**src/rtl/cam_capture_sequencer.sv**
```systemverilog
// Camera frame capture: syncs vsync/href/pclk into clk, pairs bytes into
// 16-bit pixels with x/y coordinates, and flags line/frame timing errors.
module cam_capture_sequencer #(
  parameter int unsigned H_PIXELS = 640,
  parameter int unsigned V_LINES  = 480,
  parameter int unsigned X_W      = 10,
  parameter int unsigned Y_W      = 9
) (
  input  logic           clk,
  input  logic           res,
  input  logic           start,
  input  logic           abort,
  input  logic           vsync,
  input  logic           href,
  input  logic           pclk,
  input  logic [7:0]     cam_data,
  output logic           pix_valid,
  output logic [15:0]    pix_data,
  output logic [X_W-1:0] pix_x,
  output logic [Y_W-1:0] pix_y,
  output logic           frame_start,
  output logic           frame_done,
  output logic           busy,
  output logic           err_line,
  output logic           err_frame
);

  localparam int unsigned BC_W = X_W + 1;
  localparam int unsigned LC_W = Y_W + 1;
  localparam logic [BC_W-1:0] BYTES_C = BC_W'(2 * H_PIXELS);
  localparam logic [LC_W-1:0] LINES_C = LC_W'(V_LINES);

  typedef enum logic [2:0] {
    S_IDLE, S_WAIT_VS_HI, S_WAIT_VS_LO, S_ACTIVE, S_DONE
  } state_t;

  state_t r_state, w_state_nxt;

  logic [1:0] r_vs_s, r_hr_s, r_pc_s;
  logic       r_vs_d, r_hr_d, r_pc_d;
  logic       r_vs_rise, r_vs_fall, r_hr_rise, r_hr_fall, r_pc_rise;

  logic [BC_W-1:0] r_byte;
  logic [LC_W-1:0] r_line;
  logic [7:0]      r_hi;
  logic            r_pix_valid, r_frame_start, r_frame_done, r_busy;
  logic            r_err_line, r_err_frame;
  logic [15:0]     r_pix_data;
  logic [X_W-1:0]  r_pix_x;
  logic [Y_W-1:0]  r_pix_y;

  logic w_line_last, w_early_vs, w_abort;

  // Edge pulses are registered so they stay aligned with the delayed levels
  always_ff @(posedge clk or posedge res) begin
    if (res) begin
      r_vs_s    <= '0;
      r_hr_s    <= '0;
      r_pc_s    <= '0;
      r_vs_d    <= 1'b0;
      r_hr_d    <= 1'b0;
      r_pc_d    <= 1'b0;
      r_vs_rise <= 1'b0;
      r_vs_fall <= 1'b0;
      r_hr_rise <= 1'b0;
      r_hr_fall <= 1'b0;
      r_pc_rise <= 1'b0;
    end else begin
      r_vs_s    <= {r_vs_s[0], vsync};
      r_hr_s    <= {r_hr_s[0], href};
      r_pc_s    <= {r_pc_s[0], pclk};
      r_vs_d    <= r_vs_s[1];
      r_hr_d    <= r_hr_s[1];
      r_pc_d    <= r_pc_s[1];
      r_vs_rise <= r_vs_s[1] & ~r_vs_d;
      r_vs_fall <= ~r_vs_s[1] & r_vs_d;
      r_hr_rise <= r_hr_s[1] & ~r_hr_d;
      r_hr_fall <= ~r_hr_s[1] & r_hr_d;
      r_pc_rise <= r_pc_s[1] & ~r_pc_d;
    end
  end

  assign w_abort     = abort && (r_state != S_IDLE);
  assign w_line_last = r_hr_fall && ((r_line + LC_W'(1)) == LINES_C);
  assign w_early_vs  = r_vs_rise && (r_line < LINES_C);

  always_ff @(posedge clk or posedge res) begin
    if (res) r_state <= S_IDLE;
    else     r_state <= w_state_nxt;
  end

  always_comb begin
    w_state_nxt = r_state;
    if (w_abort) begin
      w_state_nxt = S_IDLE;
    end else begin
      case (r_state)
        S_IDLE:       if (start) w_state_nxt = S_WAIT_VS_HI;
        S_WAIT_VS_HI: if (r_vs_d) w_state_nxt = S_WAIT_VS_LO;
        S_WAIT_VS_LO: if (r_vs_fall) w_state_nxt = S_ACTIVE;
        S_ACTIVE:     if (w_line_last || w_early_vs) w_state_nxt = S_DONE;
        S_DONE:       w_state_nxt = S_IDLE;
        default:      w_state_nxt = S_IDLE;
      endcase
    end
  end

  // Counters, pixel pairing and flags; nothing is emitted in an abort cycle
  always_ff @(posedge clk or posedge res) begin
    if (res) begin
      r_byte        <= '0;
      r_line        <= '0;
      r_hi          <= '0;
      r_pix_valid   <= 1'b0;
      r_pix_data    <= '0;
      r_pix_x       <= '0;
      r_pix_y       <= '0;
      r_frame_start <= 1'b0;
      r_frame_done  <= 1'b0;
      r_busy        <= 1'b0;
      r_err_line    <= 1'b0;
      r_err_frame   <= 1'b0;
    end else begin
      r_pix_valid   <= 1'b0;
      r_frame_start <= 1'b0;
      r_frame_done  <= 1'b0;
      case (r_state)
        S_IDLE: begin
          if (start) begin
            r_busy      <= 1'b1;
            r_err_line  <= 1'b0;
            r_err_frame <= 1'b0;
          end
        end
        S_WAIT_VS_LO: begin
          if (!abort && r_vs_fall) begin
            r_line <= '0;
            r_byte <= '0;
          end
        end
        S_ACTIVE: begin
          if (!abort) begin
            if (r_hr_rise) begin
              r_byte <= '0;
              if (r_line == '0) r_frame_start <= 1'b1;
            end else if (r_pc_rise && r_hr_d) begin
              if (r_byte < BYTES_C) begin
                if (!r_byte[0]) begin
                  r_hi <= cam_data;
                end else begin
                  r_pix_valid <= 1'b1;
                  r_pix_data  <= {r_hi, cam_data};
                  r_pix_x     <= X_W'(r_byte >> 1);
                  r_pix_y     <= Y_W'(r_line);
                end
                r_byte <= r_byte + BC_W'(1);
              end else begin
                r_err_line <= 1'b1;
              end
            end
            if (r_hr_fall) begin
              if (r_byte != BYTES_C) r_err_line <= 1'b1;
              r_line <= r_line + LC_W'(1);
            end
            if (w_early_vs) r_err_frame <= 1'b1;
          end
        end
        S_DONE: begin
          r_frame_done <= 1'b1;
          r_busy       <= 1'b0;
        end
        default: ;
      endcase
      if (w_abort) r_busy <= 1'b0;
    end
  end

  assign pix_valid   = r_pix_valid;
  assign pix_data    = r_pix_data;
  assign pix_x       = r_pix_x;
  assign pix_y       = r_pix_y;
  assign frame_start = r_frame_start;
  assign frame_done  = r_frame_done;
  assign busy        = r_busy;
  assign err_line    = r_err_line;
  assign err_frame   = r_err_frame;

endmodule

```
**config.mk**
```make
export PLATFORM = sky130hd
export DESIGN_NAME = cam_capture_sequencer
export DESIGN_NICKNAME = d
export VERILOG_FILES = /design/src/rtl/cam_capture_sequencer.sv
export SDC_FILE = /design/constraint.sdc
export NUM_CORES = 1
export LEC_CHECK = 0
export CAP_MARGIN = 0
export CORE_MARGIN = 3
export CORE_UTILIZATION = 60
export CTS_BUF_LIST = sky130_fd_sc_hd__clkbuf_4
export CTS_CLUSTER_DIAMETER = 80
export DETAILED_ROUTE_END_ITERATION = 8
export PLACE_DENSITY = 0.87
export SYNTH_ARGS = -nofsm -noshare
export SYNTH_HDL_FRONTEND = slang
export SYNTH_SLANG_ARGS = --single-unit
export TNS_END_PERCENT = 10
```
**constraint.sdc**
```tcl
create_clock -name clk -period 6.5 [get_ports clk]
set_input_delay 1.625 -clock clk [delete_from_list [all_inputs] [get_ports clk]]
set_output_delay 1.625 -clock clk [all_outputs]
set_load 0.005 [all_outputs]
```
==> impl_results.md, run 1 <==
- Outcome: completed
- Post-DP Area: 0.00440 sq mm
- Busiest layer in global routing: met2
- Met2 Resource Use GR: 35.9%
- Crit start category: input port
- Final Critical Period: 3840 ps
- Synth Cell Area: 0.00383 sq mm
- Starting Density: 63.2%
- Highest-count cells in the layout ignoring fill and taps: dfrtp_1, clkdlybuf4s50_1, mux2_2, nor2_1, nand2_1
- Tot GR Track Use: 22.4%
- Die ar.: 0.00738 sq mm
- Total CTS buffers: 9
- Root Driver: clkbuf_4
- Post-synth EDFFs: 0
- I/O pin cnt: 56
- Largest net degree at the start of global routing: 69
- Worst path slowest cell: nor2_4
- Clock latency on the worst-skew pair: 450 ps
- Crit path cell chain: clkdlybuf4s50_1 -> nor4bb_1 -> buf_4 -> nand3_1 -> nor2_4 -> mux2_2
- Post-CTS setup buffers: 0
- Die Wd: 85.9 um
- Cells after Synth: 327
- Antenna-violating nets left: 0
- Yosys warns: 0
- GPL Wtd Cong: 0.856
- First-pass GRT wire length: 12800 um
- CP Max Fanout: 36
- Post-synth cell types: 47
- Clk buf depth: 2
- Slew @ Worst Pin: 1030 ps
- Wire per inst: 16.6 um
- WP buf/inv: 2
- GR Util met3: 4.03%
- Post-synth net total: 347
- Worst EP required: 6840 ps
- Die height: 85.9 um
- RSZ-0062 raised after global routing: false
- M1 GR Usage: 29.8%
- PostCTS Resize Cnt: 0
- Commonest non-fill, non-tap cell in the layout: dfrtp_1
- CTS Hold Buffers Added: 0
- Crit Path Class: in -> reg
- Register area share after synthesis: 56.9%
- DP HPWL: 5130 um
- Core box area: 0.00606 sq mm
- Vias: 2726
- P_leak: 2.05 nW
- Power per cell area: 231 mW/mm^2
- Fin crit share: 59.1%
- Htree depth: 3
- Drt drc: 0
- Drt total wl: 7560 um
- Ratio of cells with drive above 1 in the final layout: 17.3%
- Max-slew violations: 0
- Worst min-delay path class: reg -> reg
- Setup_tns: 0 ps
- IO Port Bufs: 55
- Clk sinks: 87
- Top_reg_cell synth: dfrtp_1
- Final Skew: 17.0 ps
- Critical path's largest stage delay: 810 ps
- Register bit total from synthesis: 87
- Final Setup Violations: 0
- Delay-heaviest family, CP: simple AND/OR/NAND/NOR gates
- Final Hold Viols: 0
- Std cell rows: 28
- Max Cap Violations: 0
- TritonRoute pass-1 iters: 5
- CTS tree: done
- DRT iter0 DRCs: 165
- Reg clk slew, reported paths: 140 ps
- Area grow syn2layout: 18.2%
- Highest Clock Rate: 260 MHz
- Number of vias per cell: 5.98
- Final setup margin: 2660 ps
- Cell area after layout: 0.00452 sq mm
- GRT Residual Overflow: 0
- Fillcell total: 413
- Initial antenna violation count: 0
- Dpl ws: 2290 ps
- Final Util: 74.6%
- Nets: 396
- Max transition margin: 31.0%
- # diodes: 0
- Critical path arrival: 4180 ps
- Vias in the first global route: 2663
- Syn Area/Cell: 11.7 sq um
- Post-synth ARST share: 100%
- Peak supply drop: 196 uV
- Crit path capture type: register
-- stage by stage --
stage	total power, mW	hold WS [ps]	cells
2_1_floorplan	0.724	331	327
3_3_place_gp	0.768	334	440
3_5_place_dp	0.774	335	440
4_1_cts	1.05	365	456
5_1_grt	1.10	375	456
6_report	1.04	365	456
-- cell usage after synthesis, types with 6 or more instances --
cell      count  share of area, %
a31oi_1       7               1.1
and3_1        8               1.3
buf_2         9               1.2
clkbuf_1      7              0.69
dfrtp_1      87                57
inv_1         8              0.78
mux2_2       41                12
nand2_1      20               2.0
nand3_1      12               1.6
nor2_1       21               2.1
nor3_1        7              0.91
o21ai_0      18               2.4
xnor2_1       6               1.4
-- worst paths after layout --
kind / from / slack (ps) / endpoint / cells after the start
min in group asynchronous: res / 1430 / pix_y[1] / 2
min reg2reg: r_hr_s[0] / 370 / r_hr_s[1] / 0
min: r_hr_s[0] / 370 / r_hr_s[1] / 0
max: abort / 2660 / pix_data[11] / 6
max in group asynchronous: res / 3960 / err_frame / 3
max reg2reg: r_state[0] / 3770 / pix_data[11] / 5
-- cell families after synthesis --
logic type / count (synthesis) / share of synthesized area, %
xor gates and xnor gates: 11 / 2.52
adders and majority gates: 5 / 1.63
muxes: 43 / 12.6
and+or+nand+nor: 107 / 15.5
AOI/OAI and AO/OA: 47 / 7.68
DFF: 87 / 56.9
buffers and inverters: 27 / 3.24
-- state kept, by name, summed over array words and instances, names as in the netlist, 2 cells and up --
register	cells
pix_y	9
r_vs_s	2
pix_data	16
r_state	3
pix_x	10
r_hi	8
r_hr_s	2
r_byte	11
r_pc_s	2
r_line	10
-- per-layer routing --
| layer | up-vias | part of all wire [%] |
|---|---|---|
| li1 | 1269 | - |
| met1 | 1364 | 42 |
| met2 | 80 | 52 |
| met3 | 13 | 4.2 |
| met4 | 0 | 1.8 |
| met5 | - | 0 |
-- worst register-to-register path, delay by kind of cell (launching register included) --
family                 cells  cell delay [ps]
and+or+nand+nor            3             1380
muxes                      1              450
buffers and inverters      1              220
DFF                        1              590
-- where the power goes --
part	internal (mW)	switching (mW)	total [mW]
clock network	0.0831	0.196	0.279
registers	0.576	0.0528	0.628
logic	0.0702	0.0665	0.137
-- area by class of cell --
cell class                      count  area (sq um)  share of cell area (%)
Multi-Input combinational cell    213          1530                    33.9
Sequential cell                    87          2180                    48.1
Timing Repair Buffer               57           566                    12.5
Clock inverter                      7          56.3                    1.24
Inverter                            8          31.3                   0.691
Tap cell                           75          93.8                    2.07
Clock buffer                        9          67.6                    1.49
(Power assumes the default switching activity.)
==> inputs of run 2 (changes only) <==
CORE_UTILIZATION = 51   (was 60)
PLACE_DENSITY = 0.79   (was 0.87)
clock period = 3.1 ns   (was 6.5 ns; I/O delays follow)
==> run 2 against run 1 <==
Net effect: via count grew 0.95%; sequential share of layout area down 0.99 points; critical endpoint is now r_byte[8]; first-iteration DRC count fell by 6.7%; wire length grew 0.67%.
==> impl_results.md, run 2 (same netlist as run 1, synthesis figures left out) <==
- PostCTS Resize Cnt: 0
- Die height: 92.6 um
- Max-slew violations: 0
- GPL Wtd Cong: 0.857
- Highest-count cells in the layout ignoring fill and taps: dfrtp_1, clkdlybuf4s50_1, mux2_2, nor2_1, nand2_1
- Worst EP required: 3430 ps
- DRT iter0 DRCs: 154
- Area grow syn2layout: 20.7%
- Final Setup Violations: 0
- CTS Hold Buffers Added: 0
- Root Driver: clkbuf_4
- Outcome: completed
- TritonRoute pass-1 iters: 4
- DP HPWL: 5310 um
- Clk sinks: 87
- Worst min-delay path class: reg -> reg
- Std cell rows: 30
- Final Skew: 12.9 ps
- Nets: 402
- Vias: 2752
- Core box area: 0.00702 sq mm
- Wire per inst: 15.8 um
- I/O pin cnt: 56
- Die Wd: 92.6 um
- Max reg flops: 16
- IO Port Bufs: 55
- Initial antenna violation count: 0
- Total CTS buffers: 9
- Slew @ Worst Pin: 675 ps
- Clock latency on the worst-skew pair: 420 ps
- R2R cell count: 6
- RSZ-0062 raised after global routing: false
- Commonest non-fill, non-tap cell in the layout: dfrtp_1
- CTS tree: done
- CP Max Fanout: 6
- Number of vias per cell: 5.70
- Power per cell area: 472 mW/mm^2
- Post-DP Area: 0.00450 sq mm
- # diodes: 0
- Vias in the first global route: 2733
- Ratio of cells with drive above 1 in the final layout: 18.6%
- Peak supply drop: 252 uV
- Fin crit share: 76.5%
- Htree depth: 3
- Tot GR Track Use: 19.1%
- Reg clk slew, reported paths: 140 ps
- Clk buf depth: 2
- Cell area after layout: 0.00462 sq mm
- Crit Path Class: in -> reg
- Overall power: 2.18 mW
- Critical path arrival: 2700 ps
- Final Util: 65.8%
- Max Cap Violations: 0
- Max transition margin: 54.5%
- Starting Density: 54.5%
- Final Hold Viols: 0
- GRT Residual Overflow: 0
- Final Critical Period: 2370 ps
- Hold Crit Depth: 0
- Largest net degree at the start of global routing: 40
- Post-CTS setup buffers: 0
- Drt total wl: 7610 um
- Drt drc: 0
- Crit path capture type: register
- Crit start category: input port
- First-pass GRT wire length: 13000 um
- Setup_tns: 0 ps
- Die ar.: 0.00858 sq mm
- Highest Clock Rate: 422 MHz
- Antenna-violating nets left: 0
- P_leak: 2.09 nW
run 2: power breakdown:
group	total (mW)	leakage, nW	switching (mW)	internal (mW)
combinational	0.291	0.841	0.139	0.152
clock	0.567	0.0650	0.393	0.174
sequential	1.32	1.18	0.115	1.21
run 2: path summary, 6_finish.rpt:
kind	startpoint	slack (ps)	endpoint
hold reg to reg	r_hr_s[0]	370	r_hr_s[1]
hold / removal	r_hr_s[0]	370	r_hr_s[1]
max in group asynchronous	res	1740	pix_x[2]
min in group asynchronous	res	730	r_pc_rise
setup / recovery	abort	730	r_byte[8]
setup reg to reg	r_line[0]	810	r_state[2]
run 2: final cells by class:
class	count	area, sq um
clock buffers	9	67.6
clock inverters	7	55.1
fillers	573	2400
inverters	8	31.3
multi-input cells	213	1530
flip-flops and latches	87	2180
well taps	96	120
repair buffers	63	636
run 2: worst max-delay path, stage by stage:
cell and delay, ps:
clkdlybuf4s50_1 430, buf_4 170, or3b_4 390, or2_0 310
nor4_1 400, xnor2_1 170, nor2_1 60
run 2: stage by stage:
step | hold WS (ps) | instances | setup slack, ps
2_1_floorplan | 331 | 327 | 74.8
3_3_place_gp | 335 | 467 | 297
3_5_place_dp | 336 | 467 | 300
4_1_cts | 367 | 483 | 757
5_1_grt | 377 | 483 | 522
6_report | 365 | 483 | 730
run 2: metal layers:
metal / global-route usage (%) / vias up / part of all wire [%]
met5: 0 / - / 0
met3: 3.33 / 12 / 4.4
li1: - / 1281 / -
met2: 30.5 / 72 / 50
met4: 9.40 / 0 / 1.5
met1: 25.3 / 1387 / 44
